===== src/rtl/gauss_frame_loader.sv =====
// Serial-to-frame loader for the Gaussian filter: packs a row-major pixel stream
// into a flat frame bus, launches the filter with a start pulse and holds the frame until done.
//
// state  | meaning
// FILL   | accepting pixels, pix_ready high
// LAUNCH | one cycle: start pulse, frame counted
// WAIT   | frame frozen on image_out until filt_done
module gauss_frame_loader #(
  parameter int rows       = 4,
  parameter int cols       = 4,
  parameter int data_width = 8
) (
  input  logic                             clk,
  input  logic                             rst,
  input  logic [data_width-1:0]            pix_in,
  input  logic                             pix_valid,
  input  logic                             pix_last,
  output logic                             pix_ready,
  output logic [data_width*rows*cols-1:0]  image_out,
  output logic                             image_ready,
  output logic                             start,
  input  logic                             filt_done,
  output logic                             frame_err,
  output logic [7:0]                       frame_cnt
);

  localparam int N     = rows * cols;
  localparam int IDX_W = (N > 1) ? $clog2(N) : 1;
  localparam logic [IDX_W-1:0] LAST_IDX = IDX_W'(N - 1);

  typedef enum logic [1:0] {
    FILL   = 2'd0,
    LAUNCH = 2'd1,
    WAIT   = 2'd2
  } state_e;

  state_e                 state_q, state_d;
  logic [IDX_W-1:0]       idx_q, idx_d;
  logic [data_width-1:0]  pix_q [N];
  logic                   frame_err_q, frame_err_d;
  logic [7:0]             frame_cnt_q, frame_cnt_d;

  logic beat_acc;
  logic at_last_idx;
  logic frame_ok;
  logic frame_bad;

  assign beat_acc    = pix_valid && pix_ready;
  assign at_last_idx = (idx_q == LAST_IDX);
  // A frame closes on the last index or on pix_last; only both together is well formed.
  assign frame_ok    = beat_acc && at_last_idx && pix_last;
  assign frame_bad   = beat_acc && (at_last_idx ^ pix_last);

  always_ff @(posedge clk) begin
    if (!rst) begin
      state_q <= FILL;
    end else begin
      state_q <= state_d;
    end
  end

  always_comb begin
    state_d = state_q;
    unique case (state_q)
      FILL:    if (frame_ok)  state_d = LAUNCH;
      LAUNCH:                 state_d = WAIT;
      WAIT:    if (filt_done) state_d = FILL;
      default:                state_d = FILL;
    endcase
  end

  always_comb begin
    pix_ready   = 1'b0;
    start       = 1'b0;
    image_ready = 1'b0;
    unique case (state_q)
      FILL:    pix_ready = 1'b1;
      LAUNCH: begin
        start       = 1'b1;
        image_ready = 1'b1;
      end
      WAIT:    image_ready = 1'b1;
      default: pix_ready = 1'b0;
    endcase
  end

  always_comb begin
    idx_d       = idx_q;
    frame_err_d = frame_bad;
    frame_cnt_d = frame_cnt_q;
    if (beat_acc) begin
      if (at_last_idx || pix_last) begin
        idx_d = '0;
      end else begin
        idx_d = idx_q + 1'b1;
      end
    end
    if (state_q == LAUNCH) begin
      frame_cnt_d = frame_cnt_q + 8'd1;
    end
  end

  always_ff @(posedge clk) begin
    if (!rst) begin
      idx_q       <= '0;
      frame_err_q <= 1'b0;
      frame_cnt_q <= 8'd0;
      for (int i = 0; i < N; i++) begin
        pix_q[i] <= '0;
      end
    end else begin
      idx_q       <= idx_d;
      frame_err_q <= frame_err_d;
      frame_cnt_q <= frame_cnt_d;
      // Bytes of a discarded partial frame stay in place; the next frame overwrites them.
      if (beat_acc) begin
        pix_q[idx_q] <= pix_in;
      end
    end
  end

  for (genvar g = 0; g < N; g++) begin : g_flat
    assign image_out[g*data_width +: data_width] = pix_q[g];
  end

  assign frame_err = frame_err_q;
  assign frame_cnt = frame_cnt_q;

endmodule


===== config.mk =====
export PLATFORM = sky130hd
export DESIGN_NAME = gauss_frame_loader
export DESIGN_NICKNAME = d
export VERILOG_FILES = /design/src/rtl/gauss_frame_loader.sv
export SDC_FILE = /design/constraint.sdc
export NUM_CORES = 1
export LEC_CHECK = 0
export BUFFER_PORTS_ARGS = -buffer_cell sky130_fd_sc_hd__buf_2
export CORE_MARGIN = 8
export CORE_UTILIZATION = 30
export DETAILED_ROUTE_END_ITERATION = 10
export RECOVER_POWER = 50
export SLEW_MARGIN = 20
export SYNTH_ARGS = -nofsm -noshare
export SYNTH_HDL_FRONTEND = slang
export SYNTH_SLANG_ARGS = --single-unit
export TNS_END_PERCENT = 50

===== constraint.sdc =====
create_clock -name clk -period 2.91 [get_ports clk]
set_input_delay 0.582 -clock clk [delete_from_list [all_inputs] [get_ports clk]]
set_output_delay 0.582 -clock clk [all_outputs]
set_load 0.1 [all_outputs]

== Yosys cells after proc, flatten, opt, wreduce, memory -nomap -nowiden ==
Memories as Yosys holds them, arrays and structs flattened.
Index checks and enable logic that the tools add are counted.

* Flip-flop bits (word level): 15
* Latch bits: 0
* RAM bits: 128
* ROM bits: 0
* Input port bits: 13
* Output and inout bits: 140
* Word-level logic and storage cells: 36
* Memories: 1

{| class="wikitable"
|+ Memories
! name !! words !! bits a word !! rd ports !! clocked after memory_dff !! write ports !! line !! RTL
|-
| pix_q || 16 || 8 || 16 || 0 || 16 || 39 || <nowiki>logic [data_width-1:0] pix_q [N];</nowiki>
|}

* $add $sub $neg: 2
* Multiply operators: 0
* Div/mod/pow operators: 0
* Order comparisons: 0
* Equality and inequality tests: 5
* Shifts and indexed selects: 0
* Mux-type cells: 14
* Bitwise operators: 1
* Reduce and logical (&&, ||, !) cells: 9

{| class="wikitable"
|+ Operators by type and width
! operator !! count
|-
| $add 8x1->8 const B || 1
|-
| $mux 1 || 8
|-
| $mux 4 || 2
|-
| $mux 8 || 1
|-
| $reduce_or 8->1 || 1
|-
| $pmux 2 s3 || 1
|-
| $add 4x1->4 const B || 1
|-
| $eq 4x4->1 const B || 1
|-
| $logic_and 1x1->1 || 4
|-
| $mux 2 || 2
|-
| $ne 2x2->1 const B || 2
|-
| $eq 2x1->1 const B || 1
|-
| $eq 2x2->1 const B || 1
|-
| $logic_not 2->1 || 1
|-
| $reduce_and 2->1 || 1
|-
| $reduce_or 2->1 || 1
|-
| $logic_or 1x1->1 || 1
|-
| $xor 1x1->1 || 1
|}

== Logic depth before layout (Yosys ltp) ==
Gate-level depths: netlist (run 1).

* Depth in word-level cells: 8
* Mapped depth: 7
* Depth with buffers taken out: 6

== Worst setup path after synthesis (run 1) ==
Ideal clock, no wire load.

* Path type: register to register
* Start point: reg state_q[0]
* End point: mem pix_q[11][0] (enable)
* Setup time: 0.384 ns
* Arrival: 2.512 ns
* Data required time: 2.526 ns
* Path slack: 0.014 ns
* Cell stages (with the launch flop): 6
* Buffers on the path: 0
* Clock period less this slack: 2.896 ns
* Path through: dfxtp_1 inv_1 ha_1 and3_2 nand2_4 o21ai_0

{| class="wikitable"
|+ RTL lines
! what !! line !! RTL
|-
| start: declaration || 37 || <nowiki>state_e state_q, state_d;</nowiki>
|-
| start signal: assignment || 58 || <nowiki>state_q <= state_d;</nowiki>
|-
| end: declaration || 39 ||
|}

==> metrics.md, run 1 <==
| Metric | Value |
|---|---|
| Ys async rst share | `0%` |
| Hold Crit Depth | `2` |
| Initial antenna violation count | `0` |
| Max-cap violations | `0` |
| Setup-failing EPs final | `0` |
| Total Power | `5305 uW` |
| Most frequent cells in the layout | `clkbuf_1 (132), edfxtp_1 (128), and2_1 (97), and2_0 (38), buf_2 (22)` |
| Worst Tran Pin Value | `1322 ps` |
| Worst Skew | `15.69 ps` |
| Hold Path Class | `in2reg` |
| Critical path required time | `2330 ps` |
| Area occupied by multi-input gates | `1494 sq um` |
| Total negative slack | `0 ps` |
| DR vias/cell | `4.412` |
| Worst reg-to-reg setup slack | `630 ps` |
| # diodes | `0` |
| CTS root buf | `clkbuf_16` |
| Synth warn | `0` |
| Crit path largest cell delay | `960 ps` |
| Post-CTS Setup Inserts | `0` |
| Clk_lat worst skew | `420 ps` |
| H-tree depth | `4` |
| Post-Syn Area | `5767 sq um` |
| Critical path arrival | `1710 ps` |
| Period utilization | `78.68%` |
| Area growth syn-to-layout | `26.27%` |
| Maximum clock frequency | `436.7 MHz` |
| Number of synthesized register bits | `143` |
| Filler cell count | `1,887` |
| CTS buffer count | `17` |
| Fin nets | `591` |
| Final Max Tran Viols | `0` |
| Die extent in x | `154.6 um` |
| Hold_sp | `rst` |
| Core area | `18,770 sq um` |
| First-pass GRT wire length | `23,280 um` |
| Drt total wl | `15,580 um` |
| # resized after CTS | `0` |
| Drt drc | `0` |
| DPL Wire Length | `11,210 um` |
| Post-synth EDFFs | `128` |
| Slew Limit Headroom | `12.24%` |
| Sink of the worst hold path | `idx_q[2]` |
| R2R cell count | `6` |
| Post-Syn Instances | `396` |
| P_leak | `0.002668 uW` |
| Crit path buffers/inverters | `1` |
| CTS tree | `built` |
| Seq/Total Area, Yosys | `71.86%` |
| Via count | `3,596` |
| Final setup margin | `620.3 ps` |
| Final hold slack | `464.8 ps` |
| I/O Buffers | `152` |
| # rows | `50` |
| CP endpoint kind | `primary output` |
| Post-synth top area share | `66.65%` |
| Most common cell after layout, fill and taps aside | `clkbuf_1` |
| Grt ovf | `0` |
| CTS Hold Bufs | `0` |
| Antenna viol nets, final | `0` |
| Worst-path cell chain | `clkbuf_1` |
| Die area | `23,920 sq um` |
| Total GRT Usage | `13.21%` |
| Clk slew on worst S/H paths | `60 ps` |
| Pwr per Cell Area | `728.5 nW/um^2` |
| Synthesized area per cell | `14.56 sq um` |
| Synth unique cells | `31` |
| Final core utilization | `38.80%` |
| Wire length per cell | `19.12 um` |
| RR Startpoint | `state_q[0]` |
| Synthesized Nets | `419` |
| CTS Buffer Depth | `2` |
| Die height | `154.6 um` |
| Number of global-route vias before repair | `3,716` |
| Starting Density | `30.73%` |
| Share of cells above drive strength 1 | `12.74%` |
| Status | `finished, final reports clean` |
| Crit path kind | `reg2out` |
| DR iter-0 viols | `141` |
| Reg2reg end | `pix_q[1][0]` |
| Storage cell area | `4144 sq um` |
| Synth Flop Type | `edfxtp_1` |
| Clock period minus worst slack | `2290 ps` |
| Hold Vio Cnt, Final | `0` |
| Crit-path max FO | `1` |
| Pre-antenna DRT Iters | `4` |
| I/O pin count | `153` |
| Worst path slowest cell | `clkbuf_1` |
| VDD IR max | `343.6 uV` |
| Cell taking the most area after synthesis | `edfxtp_1` |
| Startpoint Class | `flip-flop` |
| Largest net degree at the start of global routing | `17` |
| Setup slack at placement | `758.9 ps` |
| Final Wtd Congestion | `0.7826` |
| Top cells by area, synth | `edfxtp_1 (67%), and2_1 (15%), dfxtp_1 (5.2%)` |
| Top delay family on crit path | `buffers and inverters` |
| CTS Sinks | `143` |
| RSZ-0062 raised after global routing | `false` |
[layout make-up]
class / instances / share of cell area, %
clock buffer: 19 / 5.945
inverter: 5 / 0.2577
sequential: 143 / 56.91
clock inverter: 13 / 2.595
timing repair buffer: 167 / 9.759
multi-input combinational: 234 / 20.52
tap: 234 / 4.021
[sequential cells by signal (all words and copies together), names as in the netlist]
signal / cells
frame_cnt: 8
frame_err: 1
state_q: 2
pix_q: 128
idx_q: 4
[synthesized netlist by cell type (3+ instances only)]
library cell and n:
dfxtp_1 15, nand2b_1 6, a21boi_0 4, nand2_4 3, mux2i_1 3, ha_1 10
nand3_1 5, nor2_2 8, xnor2_1 3, nand4_1 4, nor2b_1 3, edfxtp_1 128
clkbuf_1 11, nand2_1 13, o21ai_0 16, nor2_1 5, inv_1 5, nor3_4 3
and2_1 135
[stage by stage]
stage / instance area (sq um) / std cells
after floorplan: 5767 / 396
after global placement: 6872 / 783
after detailed placement: 6872 / 783
after CTS: 7493 / 815
after global routing: 7282 / 815
final: 7282 / 815
[worst max path at each step]
stage | slack (ps) | cells after the start | from | to
finish | 620 | 1 | pix_q[3][7] | image_out[31]
global route | 400 | 6 | state_q[0] | pix_q[1][0]
CTS | 590 | 3 | state_q[1] | start
detailed placement | 760 | 6 | state_q[0] | pix_q[0][3]
global placement | 850 | 5 | pix_valid | pix_q[2][0]
floorplan | 10 | 5 | state_q[0] | pix_q[11][0]
[where the power goes]
group,internal [uW],switching (uW)
registers,2300,25.9
clock network,1440,843
logic,56.8,640
total,3800,1510
[per-layer routing]
metal	part of all wire (%)	vias up	GRT usage (%)
met2	51	107	23.02
met3	5.4	20	3.901
met4	1.7	0	4.946
li1	-	1718	-
met1	42	1751	15.04
met5	0	-	0
[cells by family (layout without fill, tap and decap cells)]
logic type	Yosys count	count (layout)	synth area share, %
buf+inv	19	204	1.388
xor+xnor	5	5	0.7595
mux	3	3	0.5207
fa+ha+maj	10	10	2.170
simple gates	194	194	21.15
compound gates	22	22	2.148
flops	143	143	71.86
No activity file was read; power rests on OpenSTA's default activity.
==> run 2: changes to the inputs <==
==> constraint.sdc (replaced) <==
create_clock -name clk -period 2.1 [get_ports clk]
set_input_delay 0.42 -clock clk [delete_from_list [all_inputs] [get_ports clk]]
set_output_delay 0.42 -clock clk [all_outputs]
set_load 0.1 [all_outputs]
==> run 2 against run 1 <==
  * Sequential power grew 39%
  * Sequential share of layout area shrank 1.9 points
  * Clock skew shrank 6.5 ps
  * Flip-flop and latch count is the same
  * Worst setup slack lost 510 ps
  * Largest cell class unchanged
==> metrics.md, run 2 (synthesis results as in run 1) <==
| Metric | Value |
|---|---|
| Via count | `3,618` |
| Setup slack at placement | `197.6 ps` |
| Crit path kind | `reg2out` |
| Status | `finished, final reports clean` |
| Fin nets | `596` |
| CTS root buf | `clkbuf_16` |
| First-pass GRT wire length | `23,450 um` |
| CTS buffer count | `17` |
| Initial antenna violation count | `2` |
| Maximum clock frequency | `502.9 MHz` |
| Register with the most flip-flops | `pix_q` |
| Area growth syn-to-layout | `30.57%` |
| Share of cells above drive strength 1 | `36.19%` |
| Wire length per cell | `19.22 um` |
| Crit-path max FO | `3` |
| # rows | `50` |
| Critical path required time | `1680 ps` |
| Max-cap violations | `0` |
| Die area | `23,920 sq um` |
| CTS tree | `built` |
| Top delay family on crit path | `buffers and inverters` |
| Starting Density | `30.73%` |
| Final Max Tran Viols | `0` |
| Clk_lat worst skew | `410 ps` |
| Most frequent cells in the layout | `clkbuf_2 (135), edfxtp_1 (128), and2_1 (104), and2_0 (31), clkbuf_16 (17)` |
| Clk slew on worst S/H paths | `60 ps` |
| CTS Hold Bufs | `0` |
| Worst Skew | `9.157 ps` |
| H-tree depth | `4` |
| Post-Place Cells | `788` |
| Worst Tran Pin Value | `608.5 ps` |
| Worst path slowest cell | `buf_2` |
| Filler cell count | `1,765` |
| Storage cell area | `4144 sq um` |
| RSZ-0062 raised after global routing | `false` |
| DR vias/cell | `4.423` |
| Hold Path Class | `in2reg` |
| Crit path buffers/inverters | `2` |
| CTS Buffer Depth | `2` |
| Die height | `154.6 um` |
| Area occupied by multi-input gates | `1533 sq um` |
| Max FFs per register | `128` |
| DR iter-0 viols | `156` |
| Final setup margin | `111.6 ps` |
| Largest net degree at the start of global routing | `33` |
| Period utilization | `94.69%` |
| P_leak | `0.003106 uW` |
| Final cell count without fillers | `818` |
| Most common cell after layout, fill and taps aside | `clkbuf_2` |
| Antenna viol nets, final | `0` |
| Drt drc | `0` |
| Total GRT Usage | `13.33%` |
| DPL Wire Length | `11,260 um` |
| Pwr per Cell Area | `999.0 nW/um^2` |
| CP endpoint kind | `primary output` |
| Setup-failing EPs final | `0` |
| Hold Vio Cnt, Final | `0` |
| Worst-path cell chain | `inv_1, ha_4, buf_2` |
| CTS Sinks | `143` |
| Critical path arrival | `1570 ps` |
| Core area | `18,770 sq um` |
| Number of global-route vias before repair | `3,798` |
| I/O pin count | `153` |
| Crit path largest cell delay | `420 ps` |
| Startpoint Class | `flip-flop` |
| Die extent in x | `154.6 um` |
| Grt ovf | `0` |
| I/O Buffers | `152` |
| Final Wtd Congestion | `0.7466` |
| Drt total wl | `15,720 um` |
| Slew Limit Headroom | `59.61%` |
| Clock period minus worst slack | `1988 ps` |
| Pre-antenna DRT Iters | `4` |
| VDD IR max | `432.7 uV` |
[run 2: worst reg2reg max path: stages (launching register included)]
cell and delay (ps):
dfxtp_1 330, inv_1 140, ha_4 190, and3_2 270
nand2_2 170, nor2_1 470, and2_0 200
[run 2: report_power, final]
part	internal [uW]	switching [uW]
clock	2200	1100
combinational	103	891
sequential	3190	38.0
[run 2: area by class of cell]
| cell class | count | share of cell area, % |
|---|---|---|
| timing repair buffer | 172 | 11.88 |
| inverter | 5 | 0.2493 |
| clock buffer | 17 | 5.650 |
| clock inverter | 12 | 2.908 |
| antenna | 1 | 0.03323 |
| tap | 234 | 3.888 |
| multi-input combinational | 234 | 20.36 |
| sequential | 143 | 55.03 |
[run 2: final timing paths]
| kind | slack (ps) | cells past startpoint | end | from |
|---|---|---|---|---|
| hold / removal | 300 | 2 | idx_q[2] | rst |
| hold reg to reg | 500 | 2 | state_q[1] | state_q[1] |
| setup reg to reg | 200 | 6 | pix_q[11][4] | state_q[0] |
| setup / recovery | 110 | 3 | image_ready | state_q[0] |
[run 2: layer usage]
| metal | wire, um | GRT usage (%) | part of all wire, % | up-vias |
|---|---|---|---|---|
| li1 | - | - | - | 1723 |
| met1 | 6368 | 14.96 | 41 | 1757 |
| met2 | 7985 | 23.29 | 51 | 124 |
| met3 | 1211 | 4.848 | 7.7 | 12 |
| met4 | 141 | 3.966 | 0.90 | 2 |
| met5 | 12 | 0 | 0.076 | - |
[run 2: stage by stage]
| stage | setup TNS [ps] | util (%) | cell area, sq um | power (uW) | hold WS, ps |
|---|---|---|---|---|---|
| after floorplan | -553.4 | - | 5779 | 4076 | 454.8 |
| after global placement | 0 | 36.88 | 6922 | 4287 | 471.7 |
| after detailed placement | 0 | 36.88 | 6922 | 4294 | 490.2 |
| after CTS | 0 | 40.33 | 7569 | 7613 | 273.2 |
| after global routing | 0 | 40.11 | 7527 | 7734 | 280.6 |
| final | 0 | 40.12 | 7530 | 7522 | 301.4 |
[run 2: timing repair]
action                     in CTS  in global routing
pin swaps                       0                  0
buffers inserted                0                  0
gates resized for setup         1                  1
setup endpoints to repair       1                  1
==> run 3: changes to the inputs <==
==> constraint.sdc (replaced) <==
create_clock -name clk -period 2.1 [get_ports clk]
set_input_delay 0.42 -clock clk [delete_from_list [all_inputs] [get_ports clk]]
set_output_delay 0.42 -clock clk [all_outputs]
set_load 0.05 [all_outputs]
==> run 3 against run 2 <==
  * Combinational power fell by 39%
  * Total power shrank 12%
  * Routed wire length hardly changed
  * Critical path depth increased by 3
  * Sequential power about the same
  * Highest routed layer unchanged
==> metrics.md, run 3 (synthesis results as in run 1) <==
| Metric | Value |
|---|---|
| Status | `finished, final reports clean` |
| Final Max Tran Viols | `0` |
| Worst Skew | `8.903 ps` |
| Most frequent cells in the layout | `clkbuf_1 (146), edfxtp_1 (128), and2_1 (112), and2_0 (23), clkbuf_16 (17)` |
| Final cell count without fillers | `822` |
| Worst Tran Pin Value | `720.9 ps` |
| Largest net degree at the start of global routing | `23` |
| Max FFs per register | `128` |
| RSZ-0062 raised after global routing | `false` |
| Hold Path Class | `in2reg` |
| Clk network pwr share | `41.9%` |
| Die height | `154.6 um` |
| DR vias/cell | `4.429` |
| Die extent in x | `154.6 um` |
| P_leak | `0.002630 uW` |
| Reg power frac | `48.9%` |
| Clock period minus worst slack | `1961 ps` |
| Total negative slack | `0 ps` |
| VDD IR max | `553.1 uV` |
| CP endpoint kind | `flip-flop` |
| DPL Wire Length | `11,190 um` |
| Core area | `18,770 sq um` |
| CTS root buf | `clkbuf_16` |
| I/O pin count | `153` |
| Grt ovf | `0` |
| Setup slack at placement | `116.3 ps` |
| Hold_sp | `pix_valid` |
| Critical path required time | `2160 ps` |
| CTS tree | `built` |
| H-tree depth | `4` |
| Initial antenna violation count | `2` |
| Maximum clock frequency | `509.9 MHz` |
| Period utilization | `93.38%` |
| Total GRT Usage | `12.97%` |
| Crit-path max FO | `8` |
| DR iter-0 viols | `254` |
| Post-CTS Setup Inserts | `0` |
| Final Wtd Congestion | `0.8219` |
| # resized after CTS | `0` |
| Crit path kind | `reg2reg` |
| Wire length per cell | `19.13 um` |
| Clk slew on worst S/H paths | `60 ps` |
| Setup-failing EPs final | `0` |
| Logic pwr share | `9.2%` |
| I/O Buffers | `152` |
| # diodes | `0` |
| First-pass GRT wire length | `22,830 um` |
| Pre-antenna DRT Iters | `4` |
| Max-cap violations | `0` |
| CTS Hold Bufs | `0` |
| Clk_lat worst skew | `420 ps` |
| Fin nets | `598` |
| Area growth syn-to-layout | `25.71%` |
| Share of cells above drive strength 1 | `12.76%` |
| Startpoint Class | `flip-flop` |
| CTS Sinks | `143` |
| Worst setup path startpoint | `state_q[0]` |
| Most common cell after layout, fill and taps aside | `clkbuf_1` |
| Number of global-route vias before repair | `3,761` |
| Antenna viol nets, final | `0` |
| CTS buffer count | `17` |
| Psw | `1678 uW` |
| Switching part of the total | `25.44%` |
| Critical path arrival | `2020 ps` |
| CTS Buffer Depth | `2` |
| Drt total wl | `15,720 um` |
| Hold Vio Cnt, Final | `0` |
| Final hold slack | `349.5 ps` |
| Register with the most flip-flops | `pix_q` |
| Slew Limit Headroom | `52.15%` |
| RR Startpoint | `state_q[0]` |
| Internal power | `4918 uW` |
| Pwr per Cell Area | `909.9 nW/um^2` |
| # rows | `50` |
| Via count | `3,641` |
| Worst reg-to-reg setup slack | `140 ps` |
| Drt drc | `0` |
| Final setup margin | `139.0 ps` |
| Die area | `23,920 sq um` |
| Post-Place Cells | `790` |
| Filler cell count | `1,872` |
| Starting Density | `30.73%` |
## run 3: cell count changes in the layout (fill, tap and decap cells not counted), moves of 2 or more
cell,previous run,this run
clkbuf_2,135,1
clkinvlp_4,1,4
clkbuf_1,5,146
clkinv_2,2,5
and2_0,31,23
and2_1,104,112
clkinv_4,2,0
bufinv_16,6,1
## run 3: cell type report
cell class	count	area [sq um]	area share, %
well taps	234	292.8	4.039
multi-input cells	234	1520	20.97
repair buffers	174	729.5	10.06
clock inverters	11	93.84	1.294
clock buffers	21	450.4	6.213
inverters	5	18.77	0.2589
flip-flops and latches	143	4144	57.16
## run 3: metal layers
metal | up-vias | track usage (%) | share of wire, %
li1 | 1726 | - | -
met1 | 1766 | 13.91 | 40
met4 | 2 | 4.620 | 1.4
met5 | - | 0 | 0.083
met2 | 125 | 23.19 | 51
met3 | 22 | 4.597 | 7.2
## run 3: path summary, 6_finish.rpt
path | depth (start not counted) | end
worst max-delay path | 6 | pix_q[9][5]
worst min-delay path | 3 | idx_q[1]
worst max register to register | 6 | pix_q[9][5]
worst min register to register | 2 | state_q[0]
## run 3: metrics by stage
stage	util [%]	cell area (sq um)	power [uW]
final	38.63	7249	6596
after global routing	38.63	7249	6806
after CTS	39.81	7471	6691
after detailed placement	36.91	6927	3931
after global placement	36.91	6927	3920
after floorplan	-	5769	3713
## run 3: critical path: stages, from the launching register on
cell and delay, ps:
dfxtp_1 320, inv_1 110, ha_2 260, nand4_1 140
clkbuf_2 220, o21ai_1 160, clkbuf_1 390
## run 3: power groups by stage
stage	clock [uW]	combinational [uW]	sequential, uW
after detailed placement	0	650	3280
after CTS	2820	650	3220
after global routing	2940	637	3230
final	2760	607	3220
after floorplan	0	89.8	3620
after global placement	0	642	3280
